File: config.mk
export PLATFORM = sky130hd
export DESIGN_NAME = text_buffer_ram
export DESIGN_NICKNAME = d
export VERILOG_FILES = /design/src/rtl/text_buffer_ram_pkg.sv /design/src/rtl/text_buffer_ram_cursor.sv /design/src/rtl/text_buffer_ram.sv
export SDC_FILE = /design/constraint.sdc
export NUM_CORES = 1
export LEC_CHECK = 0
export BUFFER_PORTS_ARGS = -buffer_cell sky130_fd_sc_hd__buf_2
export CELL_PAD_IN_SITES_DETAIL_PLACEMENT = 1
export CELL_PAD_IN_SITES_GLOBAL_PLACEMENT = 2
export CORE_MARGIN = 5
export CORE_UTILIZATION = 40
export DETAILED_ROUTE_END_ITERATION = 8
export MAX_ROUTING_LAYER = met4
export PLACE_DENSITY = 0.69
export SLEW_MARGIN = 10
export SYNTH_ARGS = -nofsm -noshare
export SYNTH_HDL_FRONTEND = slang
export SYNTH_HIERARCHICAL = 1
export SYNTH_SLANG_ARGS = --single-unit
File: constraint.sdc
create_clock -name clk -period 3.03 [get_ports clk]
set_input_delay 0.1515 -clock clk [delete_from_list [all_inputs] [get_ports clk]]
set_output_delay 0.1515 -clock clk [all_outputs]
set_load 0.005 [all_outputs]
File: src/rtl/text_buffer_ram_pkg.sv
// Shared definitions for the text buffer: character codes, the clear-sweep
// FSM state type and a width helper used for the derived port widths.
package text_buffer_ram_pkg;

    localparam logic [7:0] CHAR_LF    = 8'h0A;
    localparam logic [7:0] CHAR_SPACE = 8'h20;

    typedef enum logic {
        IDLE  = 1'b0,
        CLEAR = 1'b1
    } state_t;

    // $clog2 clamped to at least one bit so single-row/column builds stay legal.
    function automatic int unsigned min1_clog2(input int unsigned n);
        return (n > 1) ? $clog2(n) : 1;
    endfunction

endpackage

File: src/rtl/text_buffer_ram_cursor.sv
// Cursor counters for the text buffer: keeps row, column and the linear
// address row*COLS+col as registers, so no multiplier sits on the write path.
// Ports:
//   clk, rst_n      clock, asynchronous active-low reset (cursor -> 0,0)
//   clr             synchronous return to 0,0 (highest priority)
//   load            load ld_row/ld_col (caller guarantees in range)
//   advance         step one column, wrapping to the next row / to 0,0
//   lf              column 0 of the next row, last row wraps to row 0
//   linear          current linear address
module text_buffer_ram_cursor #(
    parameter int unsigned COLS   = 16,
    parameter int unsigned ROWS   = 5,
    parameter int unsigned ROW_W  = 3,
    parameter int unsigned COL_W  = 4,
    parameter int unsigned ADDR_W = 7
) (
    input  logic              clk,
    input  logic              rst_n,
    input  logic              clr,
    input  logic              load,
    input  logic              advance,
    input  logic              lf,
    input  logic [ROW_W-1:0]  ld_row,
    input  logic [COL_W-1:0]  ld_col,
    output logic [ADDR_W-1:0] linear
);

    localparam logic [ROW_W-1:0] ROW_LAST = ROW_W'(ROWS - 1);
    localparam logic [COL_W-1:0] COL_LAST = COL_W'(COLS - 1);

    logic [ROW_W-1:0] row;
    logic [COL_W-1:0] col;

    always_ff @(posedge clk or negedge rst_n) begin
        if (!rst_n) begin
            row    <= '0;
            col    <= '0;
            linear <= '0;
        end else if (clr) begin
            row    <= '0;
            col    <= '0;
            linear <= '0;
        end else if (load) begin
            // Constant-coefficient product, only on the rare load path.
            row    <= ld_row;
            col    <= ld_col;
            linear <= ADDR_W'(ld_row) * ADDR_W'(COLS) + ADDR_W'(ld_col);
        end else if (advance) begin
            if (col == COL_LAST) begin
                col <= '0;
                if (row == ROW_LAST) begin
                    row    <= '0;
                    linear <= '0;
                end else begin
                    row    <= row + 1'b1;
                    linear <= linear + 1'b1;
                end
            end else begin
                col    <= col + 1'b1;
                linear <= linear + 1'b1;
            end
        end else if (lf) begin
            col <= '0;
            if (row == ROW_LAST) begin
                row    <= '0;
                linear <= '0;
            end else begin
                // Back to column 0, then down one row.
                row    <= row + 1'b1;
                linear <= linear - ADDR_W'(col) + ADDR_W'(COLS);
            end
        end
    end

endmodule

File: src/rtl/text_buffer_ram.sv
// Character buffer between the host/UART writer and the font renderer.
// Holds ROWS x COLS character codes; one registered read port for video,
// one write port (addressed or cursor-driven with auto-advance and LF).
// Reset and clear_req run a hardware sweep that fills every cell with FILL_CHAR.
// Ports:
//   rd_addr/rd_data        video read, 1-cycle latency, FILL_CHAR while busy
//   wr_valid/wr_ready      write handshake, ready only when not sweeping
//   wr_mode                0 = addressed (wr_addr), 1 = cursor
//   wr_addr/wr_data        write address (mode 0) and character
//   cur_load/cur_row/cur_col  cursor load (ignored out of range or while busy)
//   cursor                 current linear cursor address
//   clear_req/busy         start fill sweep / sweep in progress
module text_buffer_ram
    import text_buffer_ram_pkg::*;
#(
    parameter int unsigned COLS      = 16,
    parameter int unsigned ROWS      = 5,
    parameter int unsigned DATA_W    = 8,
    parameter logic [DATA_W-1:0] FILL_CHAR = DATA_W'(CHAR_SPACE),
    localparam int unsigned DEPTH  = COLS * ROWS,
    localparam int unsigned ADDR_W = min1_clog2(DEPTH),
    localparam int unsigned ROW_W  = min1_clog2(ROWS),
    localparam int unsigned COL_W  = min1_clog2(COLS)
) (
    input  logic              clk,
    input  logic              rst_n,
    input  logic [ADDR_W-1:0] rd_addr,
    output logic [DATA_W-1:0] rd_data,
    input  logic              wr_valid,
    output logic              wr_ready,
    input  logic              wr_mode,
    input  logic [ADDR_W-1:0] wr_addr,
    input  logic [DATA_W-1:0] wr_data,
    input  logic              cur_load,
    input  logic [ROW_W-1:0]  cur_row,
    input  logic [COL_W-1:0]  cur_col,
    output logic [ADDR_W-1:0] cursor,
    input  logic              clear_req,
    output logic              busy
);

    localparam logic [ADDR_W-1:0] LAST_ADDR = ADDR_W'(DEPTH - 1);

    state_t            state;
    logic [ADDR_W-1:0] clr_addr;

    // No reset on the array so it maps onto block RAM.
    logic [DATA_W-1:0] mem [DEPTH];

    logic              accept;
    logic              is_lf;
    logic              cur_wr;
    logic              addr_wr;
    logic              load_ok;
    logic              mem_we;
    logic [ADDR_W-1:0] mem_waddr;
    logic [DATA_W-1:0] mem_wdata;

    assign busy     = (state == CLEAR);
    assign wr_ready = !busy;
    assign accept   = wr_valid && wr_ready;
    assign is_lf    = (wr_data == DATA_W'(CHAR_LF));
    assign cur_wr   = accept && wr_mode && !is_lf;
    assign addr_wr  = accept && !wr_mode && (32'(wr_addr) < DEPTH);
    assign load_ok  = !busy && cur_load && (32'(cur_row) < ROWS) && (32'(cur_col) < COLS);

    // Single write port shared by the sweep and the host.
    always_comb begin
        mem_we    = 1'b0;
        mem_waddr = '0;
        mem_wdata = '0;
        if (busy) begin
            mem_we    = 1'b1;
            mem_waddr = clr_addr;
            mem_wdata = FILL_CHAR;
        end else if (cur_wr) begin
            mem_we    = 1'b1;
            mem_waddr = cursor;
            mem_wdata = wr_data;
        end else if (addr_wr) begin
            mem_we    = 1'b1;
            mem_waddr = wr_addr;
            mem_wdata = wr_data;
        end
    end

    always_ff @(posedge clk) begin
        if (mem_we) begin
            mem[mem_waddr] <= mem_wdata;
        end
    end

    always_ff @(posedge clk or negedge rst_n) begin
        if (!rst_n) begin
            rd_data <= '0;
        end else if (busy) begin
            rd_data <= FILL_CHAR;
        end else if (32'(rd_addr) < DEPTH) begin
            rd_data <= mem[rd_addr];
        end else begin
            rd_data <= '0;
        end
    end

    always_ff @(posedge clk or negedge rst_n) begin
        if (!rst_n) begin
            state    <= CLEAR;
            clr_addr <= '0;
        end else begin
            case (state)
                CLEAR: begin
                    clr_addr <= clr_addr + 1'b1;
                    if (clr_addr == LAST_ADDR) begin
                        state <= IDLE;
                    end
                end
                default: begin
                    if (clear_req) begin
                        state    <= CLEAR;
                        clr_addr <= '0;
                    end
                end
            endcase
        end
    end

    // Clear entry wins over load and advance; a write in the same cycle still
    // uses the pre-clear cursor because the array port sees the old value.
    text_buffer_ram_cursor #(
        .COLS   (COLS),
        .ROWS   (ROWS),
        .ROW_W  (ROW_W),
        .COL_W  (COL_W),
        .ADDR_W (ADDR_W)
    ) u_cursor (
        .clk     (clk),
        .rst_n   (rst_n),
        .clr     (!busy && clear_req),
        .load    (load_ok),
        .advance (cur_wr),
        .lf      (accept && wr_mode && is_lf),
        .ld_row  (cur_row),
        .ld_col  (cur_col),
        .linear  (cursor)
    );

endmodule
==> run metrics, run 1 <==
ys async rst share=0.0448; WHS Path Cells=4; CP max stage delay=610 ps; global-route wire length before repair=104000 um; antenna violations before repair=2; routed wl met2=34800 um; final worst slack=171 ps; CTS tree=yes; P per Cell Area=711 nW/um^2; Layout Nets=1670; #FFs+latches synth=670; Final Util=0.476; CP startpoint kind=register; Critical-path top delay cell=dfstp_2; ys flop type=edfxtp_1; dpl ws=-85.5 ps; routed vias/inst=5.65; syn nets=1442; GRT Resource Usage Total=0.198; Congestion Overflow GR=0; most frequent CP cell=buf_4; crit path time final=2860 ps; I/O Buffers=51; area grow syn2layout=18.1%; Post-synth EDFFs=640; die width=270 um; Reg2Reg Depth=8; gpl congestion=0.810; crit path DAT=3160 ps; vias=14400; Final Cycle Share=0.944; WP depth=8; Buf/Inv on CP=3; vias in the first global route=15200; Critical Path End Type=register; largest net degree at the start of global routing=81; relative slew slack=0.399; Syn Std Cell Area=27000 um^2; Synth top area share=0.712; DRC=0; HPWL Detailed=45700 um; final setup vio count=0; H-tree depth=3; TritonCTS Sinks=670; cell with the most instances after synthesis=edfxtp_1; chip height=270 um; met1 wire length=30700 um; io pins=52; f_max=350 MHz; Synthesis Warnings=6; Synth area leader=edfxtp_1; worst vdd ir=432 uV; CP Max Fanout=12; Clock Path Buffers=3; Worst Max-Slew Pin Slew=902 ps; pins over their slew limit=0; Clock Latency Late Sink=600 ps; total power=22700 uW; Syn Inst Count=1393; Avg WL per Cell=27.7 um; Unique masters post-synth=71; most common library cells after synthesis=640 x edfxtp_1, 158 x mux4_2, 97 x nor2_1; Setup CP Type=reg2reg; Final TNS setup=0 ps; Hold Path Class=in2reg; status=complete, no violations; drt total wl=70600 um; Top Layer Used=met4; drt first pass iters=7; cts bufs inserted=72; post-route ant nets=0; CP top delay family=simple AND/OR/NAND/NOR gates; sequential share of the synthesized area=0.740; layout cells sized above 1=0.306; top post-synthesis cells by area=edfxtp_1 71%, mux4_2 13%, dfrtp_1 2.7%; syn_area_per_cell=19.4 um^2; die area=72800 um^2; Met3 Wirelength=3960 um; Initial Utilization=0.403; Final Hold Viols=0; Clock Skew=25.3 ps; row count=95; Pleak=0.0109 uW; worst path cell trace=and3b_1 > o21a_1 > a222oi_1 > buf_4 > buf_4 > nand2_1 > nor3_1 > buf_4; number of max-cap violations=0; CTS Root Cell=clkbuf_16; RSZ-0062 raised after global routing=no; hold_ws=22.6 ps; CP required=3340 ps; core area=67000 um^2; clk slew on worst S/H paths=60 ps; Initial DRC Count=1299
cell usage in the layout (no fill, tap or decap), types with 5 or more instances in the layout:
master         netlist  routed
a2111oi_0            6       6
a211oi_1             6       6
a21oi_1             24      24
a22oi_1             10      10
a31oi_1             12      12
and2_1              13       6
and2_2               0       7
and3_1              11      11
buf_12               0      14
buf_2               24      48
buf_4                3     153
bufinv_16            0       6
clkbuf_1            33      14
clkbuf_16            0      74
clkinv_1             0      12
clkinv_2             0      14
dfrtp_1             29      29
dlygate4sd3_1        0       9
edfxtp_1           640     640
ha_1                13      13
inv_1               13      13
mux2i_1             40      40
mux4_2             158     158
nand2_1             30      29
nand2b_1             8       8
nand3_1             23      23
nand4b_1             6       6
nor2_1              97      97
nor2b_1             17      17
nor3_1              22      22
nor3b_1              5       5
o211ai_1             5       5
o21a_1               7       7
o21ai_0             25      25
o21ai_1              7       7
o221a_2              5       5
o221ai_1             6       6
o22ai_1             11      11
o31ai_1              6       6
layout make-up:
class | count | area, um^2
flip-flops and latches | 670 | 20000
clock buffers | 88 | 1900
inverters | 14 | 52.6
multi-input cells | 637 | 6700
well taps | 873 | 1090
repair buffers | 226 | 1790
clock inverters | 41 | 378
fillers | 6293 | 35200
diodes | 1 | 2.50
power breakdown:
| group | switching [uW] | internal [uW] |
|---|---|---|
| Combinational | 2050 | 1270 |
| Clock | 3510 | 5000 |
| Sequential | 244 | 10600 |
| Total | 5810 | 16800 |
state kept, by name, summed over array words and instances (netlist names):
name,count
busy,1
u_cursor/row,3
clr_addr,7
rd_data,8
mem,640
u_cursor/col,4
u_cursor/linear,7
cells by family after synthesis:
group | after synthesis | share of synthesized area
AO/OA/AOI/OAI | 159 | 0.0413
XOR/XNOR | 5 | 0.00162
adder cells (fa/ha/maj) | 14 | 0.00677
buffers and inverters | 86 | 0.0138
flip-flops | 670 | 0.740
multiplexers | 199 | 0.147
AND/OR/NAND/NOR | 260 | 0.0497
through the flow:
stage	std cells	instance area (um^2)
final	2550	31900
after global placement	2410	29500
after detailed placement	2410	29500
after global routing	2550	31900
after CTS	2548	31900
after floorplan	1393	27000
worst min-delay path, stage by stage:
cell and delay [ps]:
buf_2 80, and2_1 160, a31oi_1 50, a21oi_1 120
layer usage:
metal	up-vias	GRT usage
li1	6217	-
met4	0	0.0406
met3	89	0.0331
met1	7655	0.272
met2	456	0.318
met5	-	-
what timing repair did:
item / CTS / global route
setup buffers: 0 / 1
setup endpoints to repair: 0 / 87
resized for setup: 0 / 1
endpoints found under the hold margin: 45 / 0
hold buffers: 9 / 0
final timing paths:
| path | start | end | slack, ps |
|---|---|---|---|
| max in group asynchronous | rst_n | u_cursor/row[1]$_DFFE_PN0P_ | 2230 |
| hold / removal | cur_row[1] | u_cursor/linear[5]$_DFFE_PN0P_ | 20 |
| hold reg to reg | clr_addr[6]$_DFFE_PN0P_ | busy$_DFF_PN1_ | 520 |
| min in group asynchronous | rst_n | rd_data[4]$_DFF_PN0_ | 230 |
| setup reg to reg | busy$_DFF_PN1_ | mem[9][6]$_DFFE_PP_ | 170 |
| setup / recovery | busy$_DFF_PN1_ | mem[9][6]$_DFFE_PP_ | 170 |
Note: power is estimated with default switching activity, not from simulation.
==> inputs of run 2 (changes only) <==
--- a/config.mk
+++ b/config.mk
@@ -5,14 +5,15 @@
 export SDC_FILE = /design/constraint.sdc
 export NUM_CORES = 1
 export LEC_CHECK = 0
+export ABC_AREA = 1
 export BUFFER_PORTS_ARGS = -buffer_cell sky130_fd_sc_hd__buf_2
 export CELL_PAD_IN_SITES_DETAIL_PLACEMENT = 1
 export CELL_PAD_IN_SITES_GLOBAL_PLACEMENT = 2
 export CORE_MARGIN = 5
-export CORE_UTILIZATION = 40
+export CORE_UTILIZATION = 39
 export DETAILED_ROUTE_END_ITERATION = 8
 export MAX_ROUTING_LAYER = met4
-export PLACE_DENSITY = 0.69
+export PLACE_DENSITY = 0.76
 export SLEW_MARGIN = 10
 export SYNTH_ARGS = -nofsm -noshare
 export SYNTH_HDL_FRONTEND = slang
==> run 2 against run 1 <==
Register-to-register slack gained 180 ps. Count of clock-buffer cells in the layout grew 3. Clock power shrank 2.5%. Clock skew grew 1.9 ps. Synthesized cell count grew 79%. Cell area grew 2.0%. Maximum frequency grew 6.7%. Critical path depth is the same. Critical endpoint is now mem[14][2]$_DFFE_PP_.
==> run metrics, run 2 <==
status=complete, no violations (unchanged); Final Cycle Share=0.885 (was 0.944); die width=279 um (was 270 um); Avg WL per Cell=23.6 um (was 27.7 um); Reg area=20000 um^2 (unchanged); FF-to-FF End=mem[14][2]$_DFFE_PP_ (was mem[9][6]$_DFFE_PP_); cell with the most instances after synthesis=edfxtp_1 (unchanged); most frequent cells in the layout=640 x edfxtp_1, 540 x nand2_1, 400 x nor2_1 (was 640 x edfxtp_1, 158 x mux4_2, 153 x buf_4); worst vdd ir=466 uV (was 432 uV); HPWL Detailed=52900 um (was 45700 um); Hold Path Class=in2reg (unchanged); syn nets=2548 (was 1442); area grow syn2layout=15.3% (was 18.1%); CP startpoint kind=register (unchanged); WHS Path Cells=4 (unchanged); number of max-cap violations=0 (unchanged); crit path DAT=2900 ps (was 3160 ps); Synth area leader=edfxtp_1 (unchanged); Pleak=0.0122 uW (was 0.0109 uW); ys async rst share=0.0448 (unchanged); TritonCTS Sinks=670 (unchanged); CP required=3250 ps (was 3340 ps); Worst Max-Slew Pin Slew=1030 ps (was 902 ps); antenna cells=0 (was 1); io pins=52 (unchanged); GR Util met3=0.0267 (was 0.0331); clk slew on worst S/H paths=60 ps (about the same); relative slew slack=0.311 (was 0.399); Syn Inst Count=2499 (was 1393); top flop regs=mem x640, rd_data x8 (unchanged); routed vias/inst=5.40 (was 5.65); CTS Root Cell=clkbuf_16 (unchanged); vias in the first global route=20600 (was 15200); hold path startpoint=rd_addr[6] (was cur_row[1]); DRC=0 (unchanged); GRT Resource Usage Total=0.224 (was 0.198); Critical Path End Type=register (unchanged); f_max=373 MHz (was 350 MHz); CP Max Fanout=8 (was 12); postcts setup bufs=0 (unchanged); GRT busiest layer=met2 (unchanged); CTS resizes=0 (unchanged); commonest non-fill, non-tap cell in the layout=edfxtp_1 (unchanged); # hold bufs at CTS=9 (unchanged); Layout Nets=2669 (was 1670); Reg2Reg Setup Slack=350 ps (was 170 ps); Clock Skew=27.2 ps (was 25.3 ps); H-tree depth=3 (unchanged); Synth top area share=0.681 (was 0.712); row count=98 (was 95); Final Util=0.454 (was 0.476); Unique masters post-synth=45 (was 71); global-route wire length before repair=129000 um (was 104000 um); die area=77800 um^2 (was 72800 um^2); RSZ-0062 raised after global routing=no (unchanged); drt total wl=85500 um (was 70600 um); #FFs+latches synth=670 (unchanged); antenna violations before repair=1 (was 2); chip height=279 um (was 270 um); Syn Std Cell Area=28200 um^2 (was 27000 um^2); Clock Path Buffers=3 (unchanged); final setup vio count=0 (unchanged); cts bufs inserted=71 (was 72); Congestion Overflow GR=0 (unchanged); crit path time final=2680 ps (was 2860 ps); Initial Utilization=0.394 (was 0.403); core area=71600 um^2 (was 67000 um^2); CTS tree=yes (unchanged); P per Cell Area=707 nW/um^2 (was 711 nW/um^2); hold_ws=87.5 ps (was 22.6 ps); ys flop type=edfxtp_1 (unchanged); most common library cells after synthesis=640 x edfxtp_1, 540 x nand2_1, 407 x nor2_1 (was 640 x edfxtp_1, 158 x mux4_2, 97 x nor2_1); Synthesis Warnings=6 (unchanged); Largest register FFs=640 (unchanged); Layout fillers=7699 (was 6293); syn_area_per_cell=11.3 um^2 (was 19.4 um^2); layout cells sized above 1=0.115 (was 0.306); drt first pass iters=5 (was 7); Final Hold Viols=0 (unchanged); vias=19600 (was 14400); Initial DRC Count=1604 (was 1299); pins over their slew limit=0 (unchanged); post-route ant nets=0 (unchanged); area of the multi-input gates=7300 um^2 (was 6700 um^2); met1 Resource Use GR=0.301 (was 0.272); Most flops, register=mem (unchanged); Hold EP=rd_data[7]$_DFF_PN0_ (was u_cursor/linear[5]$_DFFE_PN0P_); met2 Usage GRT=0.365 (was 0.318); Setup CP Type=reg2reg (unchanged); r2r startpoint=busy$_DFF_PN1_ (unchanged); I/O Buffers=51 (unchanged); top post-synthesis cells by area=edfxtp_1 68%, nand2_1 7.2%, nand3_1 5.7% (was edfxtp_1 71%, mux4_2 13%, dfrtp_1 2.7%); largest net degree at the start of global routing=99 (was 81); gpl congestion=0.856 (was 0.810); Reg2Reg Depth=8 (unchanged); Post-synth EDFFs=640 (unchanged); Clock Latency Late Sink=610 ps (was 600 ps); sequential share of the synthesized area=0.708 (was 0.740)
## run 2: changes by cell type in the layout (fill, tap and decap cells not counted), moves of 14 or more
cell and delta:
buf_4 -45, mux2i_1 -40, nand3_1 +298, nor2_1 +303, o21ai_1 +14, nand2_1 +511, nor3_1 -20, o21ai_0 +162
inv_1 +61, nor2b_1 -14, mux4_2 -158, o221ai_1 +22
## run 2: worst max path at each step
stage,start,end,slack [ps]
3_5_place_dp,wr_data[4],mem[14][6]$_DFFE_PP_,320
3_3_place_gp,wr_data[0],mem[14][1]$_DFFE_PP_,430
6_report,busy$_DFF_PN1_,mem[14][2]$_DFFE_PP_,350
5_1_grt,busy$_DFF_PN1_,mem[14][4]$_DFFE_PP_,160
4_1_cts,busy$_DFF_PN1_,mem[15][6]$_DFFE_PP_,390
2_1_floorplan,busy$_DFF_PN1_,mem[0][0]$_DFFE_PP_,-420
## run 2: worst max-delay path: stages (launching register included)
cell	delay, ps
dfstp_2	550
inv_2	70
nand3_1	130
inv_2	90
nand3_1	100
nand3_1	130
nor2b_1	240
nand2_1	360
nor2_1	630
## run 2: cell families after synthesis
group,Yosys count,share of synthesized area
xor+xnor,6,0.00186
fa+ha+maj,14,0.00648
flops,670,0.708
buf+inv,224,0.0354
compound gates,291,0.0578
simple gates,1294,0.191
## run 2: where the power goes
group          total [uW]  switching, uW  internal, uW  leakage (uW)
combinational        3830           2710          1120       0.00451
clock                8300           3540          4760       0.00107
sequential          10900            244         10600       0.00666
## run 2: area by class of cell
type	count	share of cell area
well taps	950	0.0365
clock buffers	91	0.0582
flip-flops and latches	670	0.614
clock inverters	35	0.00850
multi-input cells	1605	0.224
repair buffers	186	0.0479
inverters	86	0.0105
## run 2: per-stage QoR
stage	cell area, um^2	power, uW	setup TNS, ps	cells	worst slack (ps)
after floorplan	28200	13100	-232710	2499	-416
after global routing	32500	24000	0	3623	164
after global placement	30300	14800	0	3488	426
after detailed placement	30300	14900	0	3488	323
after CTS	32500	23200	0	3623	387
final	32500	23000	0	3623	350
## run 2: layer usage
layer  wire length (um)  up-vias
met4               2000        0
met3               3950      106
met5                  0        -
met1              38200    10000
li1                   -     8984
met2              41400      459
